`src/rtl/seq_pkg.sv`:
```
// Shared types and constants for the serial pattern transmitter.
// xfer_cycles gives the accept-to-done latency of one transfer.
package seq_pkg;

    typedef enum logic [1:0] {
        IDLE  = 2'b00,
        SHIFT = 2'b01,
        GAP   = 2'b10
    } state_t;

    localparam logic [3:0] DEF_PAT = 4'b1100;

    function automatic int xfer_cycles(input int pat_w, input int rep, input int gap);
        if (rep == 0) return 1;
        return pat_w * rep + gap * (rep - 1) + 1;
    endfunction

endpackage

```
`src/rtl/seq_gen_tx_if.sv`:
```
// Descriptor handshake and serial output bundle of seq_gen_tx.
// The transmitter is the slave; the stimulus source is the master.
interface seq_gen_tx_if #(
    parameter int PAT_W = 4,
    parameter int CNT_W = 8,
    parameter int GAP_W = 4
);
    logic             start_valid;
    logic             start_ready;
    logic [PAT_W-1:0] pattern;
    logic [CNT_W-1:0] repeat_cnt;
    logic [GAP_W-1:0] gap_len;
    logic             abort;
    logic             o;
    logic             o_valid;
    logic             o_last;
    logic             busy;
    logic             done;

    modport master (
        output start_valid, pattern, repeat_cnt, gap_len, abort,
        input  start_ready, o, o_valid, o_last, busy, done
    );

    modport slave (
        input  start_valid, pattern, repeat_cnt, gap_len, abort,
        output start_ready, o, o_valid, o_last, busy, done
    );
endinterface

```
`src/rtl/seq_piso.sv`:
```
// Parallel-in/serial-out shift register, MSB out first, zero fill.
// Clear has priority over load, load over shift.
module seq_piso #(
    parameter int W = 4
) (
    input  logic         clk,
    input  logic         rst_n,
    input  logic         clr_i,
    input  logic         load_i,
    input  logic         shift_i,
    input  logic [W-1:0] par_i,
    output logic         ser_o
);
    logic [W-1:0] sr_q, sr_d;

    always_comb begin
        sr_d = sr_q;
        if (clr_i)        sr_d = '0;
        else if (load_i)  sr_d = par_i;
        else if (shift_i) sr_d = {sr_q[W-2:0], 1'b0};
    end

    always_ff @(posedge clk or negedge rst_n) begin
        if (!rst_n) sr_q <= '0;
        else        sr_q <= sr_d;
    end

    assign ser_o = sr_q[W-1];
endmodule

```
`src/rtl/seq_gen_tx.sv`:
```
// Serial pattern transmitter: sends a captured pattern MSB-first for a
// programmed number of copies, with an optional idle gap between copies.
module seq_gen_tx
    import seq_pkg::*;
#(
    parameter int               PAT_W   = 4,
    parameter logic [PAT_W-1:0] DEF_PAT = seq_pkg::DEF_PAT,
    parameter int               CNT_W   = 8,
    parameter int               GAP_W   = 4
) (
    input  logic        clk,
    input  logic        rst,
    seq_gen_tx_if.slave bus
);
    localparam int               IDX_W   = (PAT_W > 1) ? $clog2(PAT_W) : 1;
    localparam logic [IDX_W-1:0] IDX_MSB = IDX_W'(PAT_W - 1);

    state_t           state_q, state_d;
    logic [IDX_W-1:0] idx_q, idx_d;
    logic [CNT_W-1:0] copies_q, copies_d;
    logic [GAP_W-1:0] gap_cnt_q, gap_cnt_d;
    logic [GAP_W-1:0] gap_len_q, gap_len_d;
    logic [PAT_W-1:0] pat_q, pat_d;
    logic             o_valid_q, o_valid_d;
    logic             o_last_q, o_last_d;
    logic             busy_q, busy_d;
    logic             done_q, done_d;
    logic             ready_q, ready_d;

    logic             piso_clr, piso_load, piso_shift;
    logic [PAT_W-1:0] piso_din;
    logic             ser;
    logic             accept;
    logic             to_idle;

    // ready_q is only high in IDLE, so this also qualifies the state
    assign accept = bus.start_valid & ready_q & ~bus.abort;

    always_comb begin
        state_d    = state_q;
        idx_d      = idx_q;
        copies_d   = copies_q;
        gap_cnt_d  = gap_cnt_q;
        gap_len_d  = gap_len_q;
        pat_d      = pat_q;
        o_valid_d  = o_valid_q;
        o_last_d   = o_last_q;
        busy_d     = busy_q;
        done_d     = 1'b0;
        ready_d    = ready_q;
        piso_clr   = 1'b0;
        piso_load  = 1'b0;
        piso_shift = 1'b0;
        piso_din   = pat_q;
        to_idle    = 1'b0;

        case (state_q)
            IDLE: begin
                if (accept) begin
                    pat_d     = bus.pattern;
                    gap_len_d = bus.gap_len;
                    if (bus.repeat_cnt == '0) begin
                        done_d = 1'b1;
                    end else begin
                        state_d   = SHIFT;
                        copies_d  = bus.repeat_cnt;
                        piso_load = 1'b1;
                        piso_din  = bus.pattern;
                        idx_d     = IDX_MSB;
                        o_valid_d = 1'b1;
                        o_last_d  = 1'b0;
                        busy_d    = 1'b1;
                        ready_d   = 1'b0;
                    end
                end
            end
            SHIFT: begin
                if (bus.abort) begin
                    to_idle = 1'b1;
                end else if (idx_q != '0) begin
                    piso_shift = 1'b1;
                    idx_d      = idx_q - 1'b1;
                    o_last_d   = (idx_q == IDX_W'(1));
                end else begin
                    copies_d = copies_q - 1'b1;
                    if (copies_q == CNT_W'(1)) begin
                        to_idle = 1'b1;
                        done_d  = 1'b1;
                    end else if (gap_len_q == '0) begin
                        piso_load = 1'b1;
                        idx_d     = IDX_MSB;
                        o_last_d  = 1'b0;
                    end else begin
                        state_d   = GAP;
                        gap_cnt_d = gap_len_q;
                        piso_clr  = 1'b1;
                        o_valid_d = 1'b0;
                        o_last_d  = 1'b0;
                    end
                end
            end
            GAP: begin
                if (bus.abort) begin
                    to_idle = 1'b1;
                end else if (gap_cnt_q == GAP_W'(1)) begin
                    state_d   = SHIFT;
                    piso_load = 1'b1;
                    idx_d     = IDX_MSB;
                    o_valid_d = 1'b1;
                end else begin
                    gap_cnt_d = gap_cnt_q - 1'b1;
                end
            end
            default: to_idle = 1'b1;
        endcase

        if (to_idle) begin
            state_d   = IDLE;
            copies_d  = '0;
            gap_cnt_d = '0;
            piso_clr  = 1'b1;
            o_valid_d = 1'b0;
            o_last_d  = 1'b0;
            busy_d    = 1'b0;
            ready_d   = 1'b1;
        end
    end

    always_ff @(posedge clk or negedge rst) begin
        if (!rst) begin
            state_q   <= IDLE;
            idx_q     <= '0;
            copies_q  <= '0;
            gap_cnt_q <= '0;
            gap_len_q <= '0;
            pat_q     <= DEF_PAT;
            o_valid_q <= 1'b0;
            o_last_q  <= 1'b0;
            busy_q    <= 1'b0;
            done_q    <= 1'b0;
            ready_q   <= 1'b1;
        end else begin
            state_q   <= state_d;
            idx_q     <= idx_d;
            copies_q  <= copies_d;
            gap_cnt_q <= gap_cnt_d;
            gap_len_q <= gap_len_d;
            pat_q     <= pat_d;
            o_valid_q <= o_valid_d;
            o_last_q  <= o_last_d;
            busy_q    <= busy_d;
            done_q    <= done_d;
            ready_q   <= ready_d;
        end
    end

    seq_piso #(.W(PAT_W)) u_piso (
        .clk     (clk),
        .rst_n   (rst),
        .clr_i   (piso_clr),
        .load_i  (piso_load),
        .shift_i (piso_shift),
        .par_i   (piso_din),
        .ser_o   (ser)
    );

    assign bus.o           = ser;
    assign bus.o_valid     = o_valid_q;
    assign bus.o_last      = o_last_q;
    assign bus.busy        = busy_q;
    assign bus.done        = done_q;
    assign bus.start_ready = ready_q;
endmodule

```
`src/flat_wrapper.sv`:
```
// flat-port wrapper written by rule: the top's interface ports become plain ports
module seq_gen_tx_flat import seq_pkg::*;
#(
    parameter int               PAT_W   = 4,
    parameter logic [PAT_W-1:0] DEF_PAT = seq_pkg::DEF_PAT,
    parameter int               CNT_W   = 8,
    parameter int               GAP_W   = 4
)
  (clk, rst, bus_start_valid, bus_pattern, bus_repeat_cnt, bus_gap_len, bus_abort, bus_start_ready, bus_o, bus_o_valid, bus_o_last, bus_busy, bus_done);
  seq_gen_tx_if #(.PAT_W(PAT_W), .CNT_W(CNT_W), .GAP_W(GAP_W)) bus_i ();
  input  logic clk;
  input  logic rst;
  input wire logic [$bits(bus_i.start_valid)-1:0] bus_start_valid;
  input wire logic [$bits(bus_i.pattern)-1:0] bus_pattern;
  input wire logic [$bits(bus_i.repeat_cnt)-1:0] bus_repeat_cnt;
  input wire logic [$bits(bus_i.gap_len)-1:0] bus_gap_len;
  input wire logic [$bits(bus_i.abort)-1:0] bus_abort;
  output wire logic [$bits(bus_i.start_ready)-1:0] bus_start_ready;
  output wire logic [$bits(bus_i.o)-1:0] bus_o;
  output wire logic [$bits(bus_i.o_valid)-1:0] bus_o_valid;
  output wire logic [$bits(bus_i.o_last)-1:0] bus_o_last;
  output wire logic [$bits(bus_i.busy)-1:0] bus_busy;
  output wire logic [$bits(bus_i.done)-1:0] bus_done;
  assign bus_i.start_valid = bus_start_valid;
  assign bus_i.pattern = bus_pattern;
  assign bus_i.repeat_cnt = bus_repeat_cnt;
  assign bus_i.gap_len = bus_gap_len;
  assign bus_i.abort = bus_abort;
  assign bus_start_ready = bus_i.start_ready;
  assign bus_o = bus_i.o;
  assign bus_o_valid = bus_i.o_valid;
  assign bus_o_last = bus_i.o_last;
  assign bus_busy = bus_i.busy;
  assign bus_done = bus_i.done;
  seq_gen_tx #(.PAT_W(PAT_W), .DEF_PAT(DEF_PAT), .CNT_W(CNT_W), .GAP_W(GAP_W)) u_core (.clk(clk), .rst(rst), .bus(bus_i));
endmodule
```
`config.mk`:
```
export PLATFORM = sky130hd
export DESIGN_NAME = seq_gen_tx_flat
export DESIGN_NICKNAME = d
export VERILOG_FILES = /design/src/rtl/seq_pkg.sv /design/src/rtl/seq_gen_tx_if.sv /design/src/rtl/seq_piso.sv /design/src/rtl/seq_gen_tx.sv /design/src/flat_wrapper.sv
export SDC_FILE = /design/constraint.sdc
export NUM_CORES = 1
export LEC_CHECK = 0
export CAP_MARGIN = 20
export CORE_ASPECT_RATIO = 0.8
export CORE_MARGIN = 3
export CORE_UTILIZATION = 56
export CTS_BUF_LIST = sky130_fd_sc_hd__clkbuf_16
export DETAILED_ROUTE_END_ITERATION = 8
export GPL_ROUTABILITY_DRIVEN = 0
export GPL_TIMING_DRIVEN = 0
export PLACE_DENSITY_LB_ADDON = 0.08
export SLEW_MARGIN = 20
export SYNTH_ARGS = -nofsm -noshare
export SYNTH_HDL_FRONTEND = slang
export SYNTH_SLANG_ARGS = --single-unit
```
`constraint.sdc`:
```
create_clock -name clk -period 3.5 [get_ports clk]
set_clock_uncertainty 0.15 [all_clocks]
set_input_delay 0.875 -clock clk [delete_from_list [all_inputs] [get_ports clk]]
set_output_delay 0.875 -clock clk [all_outputs]
set_load 0.02 [all_outputs]
```
-- After elaboration in Yosys (flattened, before gate mapping)
Index checks and enable logic that the tools add are counted.
- register bits after elaboration: 33
- bits of input ports: 20
- output and inout bits: 6
- word-level logic and storage cells: 146
- add/subtract/negate cells: 3
- equality and inequality tests: 23
- multiplexer cells: 87
- bitwise operators: 3
- reductions and logical operators: 18
- operator list (kind ; number):
    $mux W4 ; 13
    $mux W1 ; 43
    $mux W8 ; 5
    $mux W2 ; 17
    $ne A3 B2 Y1 const B ; 8
    $pmux W8 S2 ; 1
    $pmux W2 S3 ; 2
    $reduce_bool A3 Y1 ; 4
    $reduce_and A5 Y1 ; 2
    $ne A3 B1 Y1 const B ; 3
    $pmux W1 S3 ; 3
    $reduce_and A9 Y1 ; 1
    $eq A8 B1 Y1 const B ; 1
    $logic_not A8 Y1 ; 1
    $pmux W4 S2 ; 1
    $reduce_and A8 Y1 ; 1
    $sub A8 B1 Y8 const B ; 1
    $reduce_and A7 Y1 ; 1
    $ne A2 B1 Y1 const B ; 3
    $ne A2 B2 Y1 const B ; 3
    $reduce_bool A2 Y1 ; 3
    $eq A2 B1 Y1 const B ; 2
    $eq A4 B1 Y1 const B ; 1
    $logic_not A4 Y1 ; 1
    other kinds (11) ; 13

-- Logic depth before layout (Yosys ltp)
Gate-level depths: netlist of run 1.
- depth after elaboration: 8
- mapped depth: 10
- mapped depth without buffers: 7

-- Hierarchy
Synthesis of run 1 repeated with hierarchy kept, for this count alone.
- cell total of the unflattened synthesis: 219
- area total of the unflattened synthesis: 2135.8 sq um
- modules (own cells, without submodules) (module ; instances ; cells each ; area an instance (sq um) ; sequential area each (sq um)):
    seq_gen_tx ; 1 ; 202 ; 1943.1 ; 704.4
    seq_piso ; 1 ; 17 ; 192.7 ; 100.1

-- Worst setup path before layout of run 1
No wires, ideal clock.
- path type: flip-flop to flip-flop
- from: reg u_core.state_q[0]
- to: reg u_core.gap_cnt_q[3]
- library setup time: 0.120 ns
- arrival: 2.286 ns
- data required time: 3.230 ns
- path slack: 0.944 ns
- cell stages (with the launch flop): 9
- path buffers: 2
- period minus slack after synthesis: 2.556 ns
- path through: dfrtp_1 ha_1 buf_2 o21a_1 a311o_1 buf_4 o21ai_2 mux2_1 a31o_2
- word-level cells in the longest chain between the ends: 4
- elaborated cells on any way between the ends: 14
- classes of those cells: 8 x eq/ne; 3 x mux; 3 x reduce/logical
- RTL lines (item ; line ; source):
    from (decl) ; seq_gen_tx.sv:18 ; state_t state_q, state_d;
    from (signal assigned) ; seq_gen_tx.sv:143 ; state_q <= state_d;
    $eq A2 B2 Y1 (tied with other cells) ; seq_gen_tx.sv:57 ; case (state_q)
    $pmux W1 S3 ; seq_gen_tx.sv:57 ;
    $ne A3 B2 Y1 (no source line) / $reduce_bool A3 Y1 (equally long branches) ; n/a ;
    $reduce_and A7 Y1 (no source line) ; n/a ;
    to (signal assigned) ; seq_gen_tx.sv:146 ; gap_cnt_q <= gap_cnt_d;
    to (decl) ; seq_gen_tx.sv:21 ; logic [GAP_W-1:0] gap_cnt_q, gap_cnt_d;
Parallel ways exist; a longest one is shown, timed or not.
A chain may end at the register's enable or synchronous reset.

-- Worst setup path in the final report of run 1
Ends and elaborated chain as after synthesis.

==> flow_summary.toml, run 1 <==
[place]
placed_cells = 288
dpl.hpwl_microns = 3630
io_buffers = 25
place_area_sq_mm = 0.00242

[timing]
fin_crit_ns = 3.04
setup_viol = 0
fin_crit_sh_pct = 86.8
hold_ws_ns = 0.344
final_max_slew_viol_count = 0
hold_viol = 0
rsz0062_at_grt = "no"
max_slew_margin_pct = 38.8
tightestPinTransition_ns = 0.906
setup_tns_ns = 0
fmaxAchievable_ghz = 0.329

[finish]
fillers = 281
stdcell_area_sq_mm = 0.00255
n_antenna_cell = 0
syn2layout_area_growth_pct = 20.8
drive_gt1_share_pct = 15.0
final_nets = 283
fin_cells = 296

[logic_synthesis]
seq_area_frac_synth_pct = 38.1
synth.distinct_cells = 60
synthesis.area_sq_mm = 0.00211
netlist_instances = 221
synth_warnings = 0
synthFlopType = "dfrtp_1"
synth.avg_cell_area_sq_um = 9.56
ys_ff_latch = 32
syn_nets = 251
synth_edf_count = 0
synthArstFlopShare_pct = 100

[die]
core_area_sq_mm = 0.00352
initial_core_util_pct = 60.1
rows = 19
die_w_microns = 74.7
die-area_sq_mm = 0.00455
io_pins = 26
dieHeight_microns = 60.9

[route]
vias = 1858
dr.pass1.iters = 4
wl_per_cell_microns = 17.1
drc = 0
vias_per_cell = 6.28
routed_wl_microns = 5050
drt_iter0_drc = 172
postRouteAntennaNets = 0

[cts]
cts_hold_buf = 0
root_buffer = "clkbuf_16"
cts_setup_buffers = 0
clock_latency_ns = 0.28
cts_tree = "yes"
path_clk_slew_ns = 0.05
cts_buffers = 5
cts.sinks = 32
clock_path_buffers = 2
htree_levels = 2
cts_repair_resize_count = 0

[flow_run]
drv_cap = 0

[worst_setup_path]
critical_path_class = "register to register"
critPathLaunchType = "register"
arrival_ns = 3.05
critPathMaxFanout = 10
required_ns = 3.51
cp-end-kind = "register"

[global_routing]
grt_overflow = 0
grt_pass1_vias = 1687
grt_max_degree = 33
antenna_found_initial = 0
grt_first_pass_wirelength_microns = 8200
grt_usage_pct = 24.4

[power]
power_density_mw_per_mm2 = 950
leakagePower_nw = 1.10
finalPower_mw = 2.43
peakVddDrop_mv = 0.486

[run_status]
status = "finished, final reports clean"

[worst_hold_path]
hp-class = "register to register"
## worst paths after layout
| check | startpoint | to | slack [ns] | cells past startpoint |
|---|---|---|---|---|
| setup reg to reg | u_core.state_q[0] | u_core.gap_cnt_q[3] | 0.46 | 8 |
| max in group asynchronous | rst | u_core.gap_cnt_q[2] | 2.26 | 1 |
| hold reg to reg | u_core.bus.start_ready | u_core.bus.start_ready | 0.34 | 2 |
| hold / removal | u_core.bus.start_ready | u_core.bus.start_ready | 0.34 | 2 |
| min in group asynchronous | rst | u_core.copies_q[6] | 0.49 | 1 |
| setup / recovery | u_core.state_q[0] | u_core.gap_cnt_q[3] | 0.46 | 8 |
## logic make-up after synthesis
family,after synthesis,synth area share (%)
multiplexers,15,7.76
buffers and inverters,29,6.22
AO/OA/AOI/OAI,65,22.9
flip-flops,32,38.1
AND/OR/NAND/NOR,70,19.1
adder cells (fa/ha/maj),10,5.92
## power breakdown
group	switching, mW	leakage, nW	total (mW)	internal [mW]
combinational	0.729	0.635	1.31	0.585
sequential	0.157	0.395	0.706	0.549
clock	0.151	0.0738	0.407	0.255
total	1.04	1.10	2.43	1.39
## area by class of cell
type	instances	area [sq um]	area share, %
plain buffers	12	67.6	2.65
clock buffers	5	125	4.90
clock inverters	3	11.3	0.441
inverters	17	63.8	2.50
multi-input cells	160	1180	46.4
flip-flops and latches	32	805	31.5
well taps	42	52.6	2.06
repair buffers	25	245	9.60
## cell usage after synthesis, drive strengths merged, types with 2 or more instances
| master | instances | area [sq um] |
|---|---|---|
| and2 | 3 | 18.8 |
| nand4b | 2 | 17.5 |
| a311o | 2 | 20.0 |
| o41ai | 2 | 17.5 |
| buf | 7 | 48.8 |
| o31ai | 6 | 45.0 |
| o221a | 2 | 22.5 |
| and3 | 4 | 25.0 |
| a31oi | 3 | 18.8 |
| o22ai | 4 | 25.0 |
| nor2 | 13 | 48.8 |
| a211o | 2 | 17.5 |
| nor3 | 6 | 30.0 |
| clkbuf | 5 | 18.8 |
| nor4 | 5 | 58.8 |
| nand4 | 2 | 12.5 |
| nand3b | 2 | 15.0 |
| a221o | 2 | 20.0 |
| mux2i | 4 | 40.0 |
| a21boi | 2 | 15.0 |
| nand2 | 21 | 78.8 |
| o21ai | 8 | 43.8 |
| nor3b | 4 | 35.0 |
| o21a | 4 | 30.0 |
| dfrtp | 29 | 726 |
| a211oi | 3 | 32.5 |
| dfstp | 3 | 78.8 |
| or4 | 2 | 18.8 |
| ha | 10 | 125 |
| a21oi | 13 | 65.1 |
| o2111ai | 2 | 17.5 |
| a21o | 2 | 15.0 |
| inv | 17 | 63.8 |
| mux2 | 11 | 124 |
## layer usage
metal  wire length, microns  track usage, %  vias to the layer above  share of wire, %
met4                     87            7.61                        0               1.7
li1                       -               -                      888                 -
met2                   2180            35.3                       54                43
met3                    275            5.79                       12               5.4
met5                      0               0                        -                 0
met1                   2500            36.1                      904                50
## cell usage in the layout (no fill, tap or decap), drive strengths merged, types with 3 or more instances in the layout
master         netlist  layout
nor3                 6       6
buf                  7       8
nor2                13      13
and2                 3       3
o31ai                6       6
nand2               21      21
nor4                 5       5
o21ai                8       8
inv                 17      19
a31oi                3       3
nor3b                4       4
dfstp                3       3
clkbuf               5      10
o21a                 4       4
a21oi               13      13
clkdlybuf4s50        0      24
ha                  10      10
o22ai                4       4
mux2                11      11
a211oi               3       3
dfrtp               29      29
mux2i                4       4
and3                 4       4
## sequential cells by signal, indices dropped and copies added, names as in the netlist
| signal | cells |
|---|---|
| u_core.bus.o_last | 1 |
| u_core.u_piso.sr_q | 4 |
| u_core.state_q | 2 |
| u_core.gap_len_q | 4 |
| u_core.bus.start_ready | 1 |
| u_core.bus.done | 1 |
| u_core.bus.busy | 1 |
| u_core.idx_q | 2 |
| u_core.gap_cnt_q | 4 |
| u_core.copies_q | 8 |
| u_core.pat_q | 4 |
## per-stage QoR
stage                     util, %  setup WS, ns
after floorplan                 -         0.944
after global placement       68.7         0.200
after detailed placement     68.7         0.236
after CTS                    72.6         0.509
after global routing         72.6         0.217
final                        72.6         0.461
## critical path, stage by stage, from the launching register on
cell and delay [ns]:
dfrtp_1 0.40, inv_1 0.12, ha_1 0.22, buf_2 0.22, nor4bb_1 0.75, a21oi_1 0.11, o21ai_2 0.37, mux2_1 0.36
a31o_2 0.22
No activity file was read; power rests on OpenSTA's default activity.
==> inputs of run 2 (changes only) <==
- CORE_MARGIN: 3 -> not set
==> run 2 against run 1 <==
  * Cell count stayed put
  * Fmax increased by 0.11%
  * Register-to-register slack better by 0.02 ns
  * Sequential power about the same
  * Via count increased by 2.0%
  * Sequential cell count unchanged
  * Clock power is 1% lower
  * Critical path type is now primary input to register
  * Critical endpoint unchanged
==> flow_summary.toml, run 2 (synthesis gave the netlist of run 1 again) <==
[run_status]
status = "finished, final reports clean"

[die]
die_w_microns = 70.7
die-area_sq_mm = 0.00402
rows = 19
io_pins = 26
initial_core_util_pct = 60.1
dieHeight_microns = 56.9
core_area_sq_mm = 0.00352

[worst_setup_path]
rr_startpoint = "u_core.state_q[0]"
required_ns = 3.51
cp-end-kind = "register"
critPathMaxFanout = 9
regToRegEndpoint = "u_core.gap_cnt_q[3]"
arrival_ns = 3.05
critPathLaunchType = "primary input"
reg2reg_slack_ns = 0.48
critical_path_class = "primary input to register"
rr_worst_depth = 8

[timing]
tightestPinTransition_ns = 0.826
rsz0062_at_grt = "no"
hold_ws_ns = 0.340
fmaxAchievable_ghz = 0.329
fin_crit_ns = 3.04
fin_crit_sh_pct = 86.7
setup_tns_ns = 0
final_max_slew_viol_count = 0
hold_viol = 0
max_slew_margin_pct = 44.2
setup_viol = 0

[global_routing]
antenna_found_initial = 0
grt_pass1_vias = 1730
grt_overflow = 0
grt_usage_pct = 27.8
grt_max_degree = 33
grt_first_pass_wirelength_microns = 8470

[cts]
cts.sinks = 32
cts_buffers = 5
cts_setup_buffers = 0
htree_levels = 2
clock_latency_ns = 0.27
cts_repair_resize_count = 0
cts_hold_buf = 0
path_clk_slew_ns = 0.05
root_buffer = "clkbuf_16"
clock_path_buffers = 2
cts_tree = "yes"

[finish]
syn2layout_area_growth_pct = 20.8
final_common_cell = "dfrtp_1"
largest_register_ffs = 8
stdcell_area_sq_mm = 0.00255
drive_gt1_share_pct = 15.0
regMostFlops = "u_core.copies_q"
mostFrequentLayoutCells = "dfrtp_1 (29), clkdlybuf4s50_1 (24), nand2_1 (21), inv_1 (19)"
n_antenna_cell = 0
final_nets = 283

[place]
io_buffers = 25
place_area_sq_mm = 0.00242
dpl.hpwl_microns = 3520

[power]
peakVddDrop_mv = 0.569
leakagePower_nw = 1.10
power_density_mw_per_mm2 = 952
finalPower_mw = 2.43

[route]
routed_wl_microns = 5100
postRouteAntennaNets = 0
dr.pass1.iters = 5
vias = 1895
wl_per_cell_microns = 17.2
drc = 0
vias_per_cell = 6.40
drt_iter0_drc = 152

[worst_hold_path]
min_to = "u_core.bus.start_ready"
hp-start = "u_core.bus.start_ready"
worstHoldPathCells = 2
hp-class = "register to register"

[flow_run]
drv_cap = 0
[run 2: layout make-up]
class	count	area, sq um
multi-input combinational	160	1180
fill	275	965
sequential	32	805
timing repair buffer	25	245
clock buffer	5	125
buffer	12	67.6
inverter	17	63.8
tap	42	52.6
clock inverter	3	11.3
[run 2: worst max-delay path by stage]
stage / startpoint / endpoint / slack (ns) / cells past startpoint
final: bus_abort / u_core.gap_cnt_q[3] / 0.46 / 7
after global routing: u_core.state_q[0] / u_core.gap_cnt_q[3] / 0.33 / 8
after CTS: bus_abort / u_core.gap_cnt_q[3] / 0.49 / 7
after detailed placement: bus_abort / u_core.gap_cnt_q[3] / 0.23 / 7
after global placement: bus_abort / u_core.gap_cnt_q[0] / 0.19 / 5
after floorplan: u_core.state_q[0] / u_core.gap_cnt_q[3] / 0.94 / 8
[run 2: metal layers]
metal | share of wire, % | vias to the layer above | GRT usage (%)
li1 | - | 889 | -
met1 | 49 | 926 | 40.9
met2 | 43 | 71 | 40.8
met3 | 6.7 | 9 | 6.89
met4 | 1.5 | 0 | 8.00
met5 | 0 | - | 0
[run 2: stage by stage]
stage	setup WS, ns	instances	util (%)
finish	0.465	296	72.6
global route	0.332	296	72.6
CTS	0.494	296	72.6
detailed placement	0.228	288	68.7
global placement	0.189	288	68.7
floorplan	0.944	221	-
[run 2: power breakdown]
group / leakage [nW] / total [mW] / internal [mW] / switching [mW]
Clock: 0.0738 / 0.401 / 0.255 / 0.146
Sequential: 0.395 / 0.708 / 0.549 / 0.159
Combinational: 0.635 / 1.32 / 0.584 / 0.737
Total: 1.10 / 2.43 / 1.39 / 1.04
[run 2: worst max-delay path: stages]
cell	delay, ns
clkdlybuf4s50_1	0.55
o21a_1	0.19
a311o_1	0.31
buf_4	0.17
o21ai_2	0.37
mux2_1	0.36
a31o_2	0.21
